===== config.mk =====
export PLATFORM = sky130hd
export DESIGN_NAME = axi_lite_cmd_arbiter
export DESIGN_NICKNAME = d
export VERILOG_FILES = /design/src/rtl/axi_lite_cmd_arbiter.sv
export SDC_FILE = /design/constraint.sdc
export NUM_CORES = 1
export LEC_CHECK = 0
export ABC_CLOCK_PERIOD_IN_PS = 4400
export CAP_MARGIN = 20
export CORE_MARGIN = 2
export CORE_UTILIZATION = 30
export DETAILED_ROUTE_END_ITERATION = 10
export PLACE_DENSITY_LB_ADDON = 0.25
export SYNTH_ARGS = -nofsm -noshare
export SYNTH_HDL_FRONTEND = slang
export SYNTH_SLANG_ARGS = --single-unit

===== constraint.sdc =====
create_clock -name ACLK -period 4.4 [get_ports ACLK]
set_clock_uncertainty 0.1 [all_clocks]
set_input_delay 0.66 -clock ACLK [delete_from_list [all_inputs] [get_ports ACLK]]
set_output_delay 0.66 -clock ACLK [all_outputs]
set_load 0.05 [all_outputs]

===== src/rtl/axi_lite_cmd_arbiter.sv =====
// axi_lite_cmd_arbiter
//   Two-requester command arbiter in front of one AXI4-Lite master port.
//   Each requester posts a single read or write command and holds it until
//   it receives a one-cycle done pulse with read data and response. Requests
//   are served round-robin, and only one AXI transaction is in flight at a
//   time.
//
// Ports
//   ACLK, ARESETN                 clock, asynchronous active-low reset
//   reqN_valid/write/addr/wdata   command from requester N (N = 0, 1)
//   reqN_done/rdata/resp          completion pulse, read data and response
//   M_AXI_AW*/W*/B*               AXI4-Lite write channels
//   M_AXI_AR*/R*                  AXI4-Lite read channels
//   M_AXI_ERROR                   sticky flag, set by any non-OKAY response
//
// state   | meaning
// --------+----------------------------------------------------------
// IDLE    | no transfer; grant a pending request and latch its command
// WR_ADDR | AWVALID/WVALID up; each drops on its own handshake
// WR_RESP | BREADY up, waiting for BVALID
// RD_ADDR | ARVALID up, waiting for ARREADY
// RD_DATA | RREADY up, waiting for RVALID
// DONE    | done pulse to the granted requester, back to IDLE

module axi_lite_cmd_arbiter #(
   parameter int C_M_AXI_ADDR_WIDTH = 32,
   parameter int C_M_AXI_DATA_WIDTH = 32
) (
   input  logic                            ACLK,
   input  logic                            ARESETN,

   input  logic                            req0_valid,
   input  logic                            req0_write,
   input  logic [C_M_AXI_ADDR_WIDTH-1:0]   req0_addr,
   input  logic [C_M_AXI_DATA_WIDTH-1:0]   req0_wdata,
   output logic                            req0_done,
   output logic [C_M_AXI_DATA_WIDTH-1:0]   req0_rdata,
   output logic [1:0]                      req0_resp,

   input  logic                            req1_valid,
   input  logic                            req1_write,
   input  logic [C_M_AXI_ADDR_WIDTH-1:0]   req1_addr,
   input  logic [C_M_AXI_DATA_WIDTH-1:0]   req1_wdata,
   output logic                            req1_done,
   output logic [C_M_AXI_DATA_WIDTH-1:0]   req1_rdata,
   output logic [1:0]                      req1_resp,

   output logic [C_M_AXI_ADDR_WIDTH-1:0]   M_AXI_AWADDR,
   output logic [2:0]                      M_AXI_AWPROT,
   output logic                            M_AXI_AWVALID,
   input  logic                            M_AXI_AWREADY,

   output logic [C_M_AXI_DATA_WIDTH-1:0]   M_AXI_WDATA,
   output logic [C_M_AXI_DATA_WIDTH/8-1:0] M_AXI_WSTRB,
   output logic                            M_AXI_WVALID,
   input  logic                            M_AXI_WREADY,

   input  logic [1:0]                      M_AXI_BRESP,
   input  logic                            M_AXI_BVALID,
   output logic                            M_AXI_BREADY,

   output logic [C_M_AXI_ADDR_WIDTH-1:0]   M_AXI_ARADDR,
   output logic [2:0]                      M_AXI_ARPROT,
   output logic                            M_AXI_ARVALID,
   input  logic                            M_AXI_ARREADY,

   input  logic [C_M_AXI_DATA_WIDTH-1:0]   M_AXI_RDATA,
   input  logic [1:0]                      M_AXI_RRESP,
   input  logic                            M_AXI_RVALID,
   output logic                            M_AXI_RREADY,

   output logic                            M_AXI_ERROR
);

   typedef enum logic [2:0] {
      IDLE    = 3'd0,
      WR_ADDR = 3'd1,
      WR_RESP = 3'd2,
      RD_ADDR = 3'd3,
      RD_DATA = 3'd4,
      DONE    = 3'd5
   } state_t;

   state_t state;
   logic   last_grant;
   logic   sel_q;

   logic                          grant_any;
   logic                          grant_sel;
   logic                          grant_write;
   logic [C_M_AXI_ADDR_WIDTH-1:0] grant_addr;
   logic [C_M_AXI_DATA_WIDTH-1:0] grant_wdata;

   logic                          xfer_end;
   logic [1:0]                    xfer_resp;
   logic [C_M_AXI_DATA_WIDTH-1:0] xfer_rdata;
   logic                          aw_clear;
   logic                          w_clear;

   assign M_AXI_AWPROT = 3'b000;
   assign M_AXI_ARPROT = 3'b000;
   assign M_AXI_WSTRB  = '1;

   // On a tie the requester not served last wins; a lone requester always wins.
   always_comb begin
      grant_any = req0_valid | req1_valid;
      if (req0_valid && req1_valid) begin
         grant_sel = ~last_grant;
      end else begin
         grant_sel = req1_valid;
      end
      grant_write = grant_sel ? req1_write : req0_write;
      grant_addr  = grant_sel ? req1_addr  : req0_addr;
      grant_wdata = grant_sel ? req1_wdata : req0_wdata;
   end

   // A write channel counts as finished once its VALID has dropped or it
   // handshakes this cycle, so AW and W may complete in either order.
   always_comb begin
      aw_clear   = ~M_AXI_AWVALID | M_AXI_AWREADY;
      w_clear    = ~M_AXI_WVALID  | M_AXI_WREADY;
      xfer_end   = ((state == WR_RESP) && M_AXI_BVALID) ||
                   ((state == RD_DATA) && M_AXI_RVALID);
      xfer_resp  = (state == RD_DATA) ? M_AXI_RRESP : M_AXI_BRESP;
      xfer_rdata = (state == RD_DATA) ? M_AXI_RDATA : '0;
   end

   always_ff @(posedge ACLK or negedge ARESETN) begin
      if (!ARESETN) begin
         state         <= IDLE;
         last_grant    <= 1'b1;
         sel_q         <= 1'b0;
         req0_done     <= 1'b0;
         req0_rdata    <= '0;
         req0_resp     <= 2'b00;
         req1_done     <= 1'b0;
         req1_rdata    <= '0;
         req1_resp     <= 2'b00;
         M_AXI_AWADDR  <= '0;
         M_AXI_AWVALID <= 1'b0;
         M_AXI_WDATA   <= '0;
         M_AXI_WVALID  <= 1'b0;
         M_AXI_BREADY  <= 1'b0;
         M_AXI_ARADDR  <= '0;
         M_AXI_ARVALID <= 1'b0;
         M_AXI_RREADY  <= 1'b0;
         M_AXI_ERROR   <= 1'b0;
      end else begin
         req0_done <= 1'b0;
         req1_done <= 1'b0;

         case (state)
            IDLE: begin
               if (grant_any) begin
                  last_grant <= grant_sel;
                  sel_q      <= grant_sel;
                  if (grant_write) begin
                     M_AXI_AWADDR  <= grant_addr;
                     M_AXI_WDATA   <= grant_wdata;
                     M_AXI_AWVALID <= 1'b1;
                     M_AXI_WVALID  <= 1'b1;
                     state         <= WR_ADDR;
                  end else begin
                     M_AXI_ARADDR  <= grant_addr;
                     M_AXI_ARVALID <= 1'b1;
                     state         <= RD_ADDR;
                  end
               end
            end

            WR_ADDR: begin
               if (M_AXI_AWVALID && M_AXI_AWREADY) begin
                  M_AXI_AWVALID <= 1'b0;
               end
               if (M_AXI_WVALID && M_AXI_WREADY) begin
                  M_AXI_WVALID <= 1'b0;
               end
               if (aw_clear && w_clear) begin
                  M_AXI_BREADY <= 1'b1;
                  state        <= WR_RESP;
               end
            end

            WR_RESP: begin
               if (M_AXI_BVALID) begin
                  M_AXI_BREADY <= 1'b0;
               end
            end

            RD_ADDR: begin
               if (M_AXI_ARREADY) begin
                  M_AXI_ARVALID <= 1'b0;
                  M_AXI_RREADY  <= 1'b1;
                  state         <= RD_DATA;
               end
            end

            RD_DATA: begin
               if (M_AXI_RVALID) begin
                  M_AXI_RREADY <= 1'b0;
               end
            end

            DONE: begin
               state <= IDLE;
            end

            default: begin
               state <= IDLE;
            end
         endcase

         // Completion is registered on the way into DONE so the pulse, data,
         // response and error flag are all visible during the DONE cycle.
         if (xfer_end) begin
            state <= DONE;
            if (sel_q) begin
               req1_done  <= 1'b1;
               req1_rdata <= xfer_rdata;
               req1_resp  <= xfer_resp;
            end else begin
               req0_done  <= 1'b1;
               req0_rdata <= xfer_rdata;
               req0_resp  <= xfer_resp;
            end
            if (xfer_resp != 2'b00) begin
               M_AXI_ERROR <= 1'b1;
            end
         end
      end
   end

endmodule


Word-level counts from Yosys, hierarchy flattened. Cells that the tools add are included.

Word-level logic and storage cells: 101. Flip-flop bits (word level): 177. Output and inout port bits: 182.

Bitwise gates (word level): 8. Reductions and logical operators: 26. Multiplexer cells: 32. Equality and inequality tests: 17.

Operators with widths (count): $mux 32 (3); $ne 2x2->1 const B (9); $mux 1 (17); $reduce_and 4->1 (4); $mux 3 (4); $pmux 3 s4 (1); $reduce_and 3->1 (4); $pmux 1 s2 (5); $reduce_bool 2->1 (5); $ne 3x3->1 const B (3); $reduce_and 2->1 (4); $eq 3x2->1 const B (2); $logic_and 1x1->1 (6); $not 1->1 (5); $mux 2 (2); $eq 3x1->1 const B (1); $eq 3x3->1 const B (1); $logic_not 3->1 (1); $or 1x1->1 (3); $ne 2x1->1 const B (1); $reduce_or 2->1 (1); $logic_or 1x1->1 (1).

Longest topological paths before layout.
Word-level depth: 7. Depth in mapped cells: 7.

Worst setup path before layout. Ideal clock, no wire load.

Path kind: in2reg. From: input req1_valid. To: register M_AXI_WDATA[1]. Required time: 4.173 ns. Arrival time: 1.882 ns. Setup time: 0.127 ns. Cell stages on the path: 5. Setup slack: 2.291 ns. Cells stage by stage: a21boi_2 buf_2 buf_2 mux2_2 mux2_1.

Cells in the longest elaborated chain, start to end: 4.

Ends and longest elaborated chain: from (decl) (line 40) `input logic req1_valid,`; $logic_and 1x1->1 (line 107) `if (req0_valid && req1_valid) begin`; $mux 1 (line 107); $mux 1 (line 112) `grant_write = grant_sel ? req1_write : req0_write;`; $reduce_and 3->1 (no line); to (signal assigned) (line 159) `M_AXI_WDATA <= grant_wdata;`; to (decl) (line 53) `output logic [C_M_AXI_DATA_WIDTH-1:0] M_AXI_WDATA,`.

Parallel ways exist; a longest one is shown, timed or not. A chain may end at the register's enable or synchronous reset.

Final worst setup path.
From: input req1_valid. To: register M_AXI_ARADDR[21].

Cells in the longest elaborated chain, start to end: 5.

Ends and longest elaborated chain: $logic_and 1x1->1 (line 107); $mux 1 (line 107); $mux 1 (line 112); $not 1->1 (no line); $reduce_and 3->1 (no line); to (signal assigned) (line 164) `M_AXI_ARADDR <= grant_addr;`; to (decl) (line 62) `output logic [C_M_AXI_ADDR_WIDTH-1:0] M_AXI_ARADDR,`.

Parallel ways exist; a longest one is shown, timed or not.

==> results.json <==
{
  "n_antenna_cell": 0,
  "nFillCells": 2411,
  "crit_type": "in -> reg",
  "cp_slowest_stage_delay_ps": 520,
  "irDropWorstVdd_uv": 430,
  "grt_pass1_vias": 6048,
  "wl_met1_um": 9630,
  "rows": 59,
  "synthCells": 611,
  "drive_gt1_share_pct": 21.2,
  "syn_avg_cell_area_um2": 12.8,
  "power_frac_comb_pct": 57.5,
  "switchingPower_mw": 4.73,
  "fin_nets": 1121,
  "fmax_mhz": 373,
  "end_kind": "flip-flop",
  "leakage_nw": 5.09,
  "rsz0062_at_grt": "no",
  "cts_sinks": 177,
  "ys_async_sr_fraction_pct": 100,
  "worstPathArrival_ps": 2880,
  "pre_cts_ws_ps": 1270,
  "num_vias": 5762,
  "setup_slack_ps": 1720,
  "routabilityCongestion": 0.757,
  "setup_viol": 0,
  "netlist_area_um2": 7850,
  "die_area_um2": 27500,
  "path_cells": "clkdlybuf4s50_1 > a21boi_4 > mux2i_1 > nand2b_2 > buf_4 > mux2_4",
  "required_ps": 4600,
  "grtUsageTotal_pct": 15.9,
  "seq_power_share_pct": 27.8,
  "antenna_found_initial": 0,
  "ant_nets": 0,
  "cts-root-buf": "clkbuf_16",
  "drv_slew": 0,
  "fin_crit_sh_pct": 60.9,
  "drc_errors": 0,
  "synthFlopType": "dfrtp_1",
  "vias_per_cell": 4.45,
  "synth-edff-count": 0,
  "ctsHoldBuffers": 0,
  "clk_latency_ps": 420,
  "initial_core_util_pct": 30.4,
  "clockBufferDepth": 2,
  "finalPower_mw": 10.0,
  "synth_seq_cells": 177,
  "tightest_slew_ps": 923,
  "cp-start-kind": "primary input",
  "power.density_nw_per_um2": 825,
  "dr.pass1.iters": 4,
  "numPortBuffers": 346,
  "outcome": "complete, no violations",
  "p_clk_share_pct": 14.7,
  "tritoncts": "done",
  "synth_cell_types": 40,
  "crit_path_max_fanout": 17,
  "area_delta_synth_final_pct": 54.6,
  "clkTransAtPathRegs_ps": 70,
  "drt_iter0_drc": 299,
  "die-width_um": 166,
  "finalHoldViolCount": 0,
  "switching_share_pct": 47.2,
  "ys_seq_area_share_pct": 56.5,
  "top_layer": "met4",
  "cts.repair.resized": 0,
  "io_pins": 357,
  "grt_pass1_wl_um": 35200,
  "worstHoldPathType": "in -> async",
  "post-cts-setup-buffer-count": 0,
  "p_int_mw": 5.28,
  "yosysWarnings": 0,
  "met3WireLength_um": 1970,
  "numCtsBuffers": 17,
  "dp.cells": 1261,
  "fp.coreArea_um2": 25800,
  "cp_slowest_cell": "clkdlybuf4s50_1",
  "grt_overflow": 0,
  "min_period_ps": 2680,
  "holdWs_ps": 218,
  "fin_cells": 1294,
  "max_slew_margin_pct": 38.5,
  "post_drt_wl_per_cell_um": 16.8,
  "grt_max_degree": 92,
  "setup_tns_ps": 0,
  "wl_met2_um": 9920,
  "post-dp-hpwl_um": 15700,
  "die_h_um": 166,
  "cts_max_level": 4,
  "drv_cap": 0,
  "finalWirelength_um": 21700
}
[routing by layer]
layer  GRT usage (%)  vias up
met3            6.63       16
li1                -     2747
met5               0        -
met1            20.4     2768
met2            25.0      231
met4            3.86        0
[kinds of logic after synthesis]
family / synth area share, %
AOI/OAI and AO/OA: 6.49
buffers and inverters: 4.82
DFF: 56.5
muxes: 25.7
other: 0.0957
and+or+nand+nor: 6.41
[power by group through the flow]
stage	logic, mW	registers (mW)	clock network [mW]
global route	6.00	2.89	1.61
global placement	5.76	2.80	0
floorplan	1.47	5.18	0
CTS	5.79	2.80	1.53
detailed placement	5.78	2.81	0
finish	5.75	2.79	1.47
[synth_stat cells, types with 5 or more instances]
master | n | area (um2)
o21ai_0 | 71 | 355
buf_4 | 10 | 75.1
buf_6 | 8 | 90.1
dfrtp_1 | 176 | 4400
mux2_2 | 103 | 1160
clkbuf_1 | 10 | 37.5
buf_2 | 17 | 85.1
nand2_1 | 103 | 387
mux2_4 | 47 | 706
inv_1 | 7 | 26.3
nor2_1 | 5 | 18.8
a21oi_1 | 6 | 30.0
mux2_1 | 11 | 124
[worst max-delay path, delay by kind of cell]
kind | cells | cell delay (ps)
simple gates | 1 | 430
mux | 2 | 700
compound gates | 1 | 200
buf+inv | 2 | 880
[metrics by stage]
stage | instance area (um2) | utilization, %
final | 12100 | 46.9
after global routing | 12100 | 46.9
after CTS | 12100 | 46.9
after detailed placement | 11500 | 44.7
after global placement | 11500 | 44.7
after floorplan | 7880 | -
[worst paths after layout]
check                          startpoint          endpoint  slack (ps)  cells past startpoint
min in group ACLK          req1_rdata[17]    req1_rdata[17]         380                      2
min                               ARESETN  M_AXI_ARADDR[27]         220                      1
max                            req1_valid  M_AXI_ARADDR[21]        1720                      6
min reg2reg                req1_rdata[17]    req1_rdata[17]         380                      2
max reg2reg                      state[0]   M_AXI_WDATA[29]        1820                      5
max in group asynchronous         ARESETN    req1_rdata[24]        3080                      2
[final cells by class]
| class | instances | area, um2 | share of cell area, % |
|---|---|---|---|
| Clock buffer | 19 | 443 | 3.65 |
| Clock inverter | 13 | 119 | 0.980 |
| Inverter | 7 | 26.3 | 0.217 |
| Multi-Input combinational cell | 386 | 3110 | 25.6 |
| Sequential cell | 177 | 4430 | 36.5 |
| Tap cell | 335 | 419 | 3.46 |
| Timing Repair Buffer | 357 | 3580 | 29.6 |
[state kept, by name (all words and copies together), names as in the netlist]
register,flops
M_AXI_WVALID,1
M_AXI_RREADY,1
last_grant,1
req0_resp,2
sel_q,1
req0_done,1
M_AXI_ERROR,1
state,3
M_AXI_ARVALID,1
M_AXI_BREADY,1
M_AXI_AWVALID,1
req0_rdata,32
M_AXI_AWADDR,32
M_AXI_WDATA,32
M_AXI_ARADDR,32
req1_resp,2
req1_done,1
req1_rdata,32
[layout by cell type (no fill, tap or decap), types with 5 or more instances in the layout]
cell	n
dfrtp_1	176
inv_1	7
o21ai_0	71
mux2_4	47
clkdlybuf4s50_1	345
conb_1	10
clkbuf_16	17
buf_4	8
mux2_2	103
nand2_1	103
mux2_1	11
inv_6	5
nor2_1	5
a21oi_1	6
No activity file was read; power rests on OpenSTA's default activity.
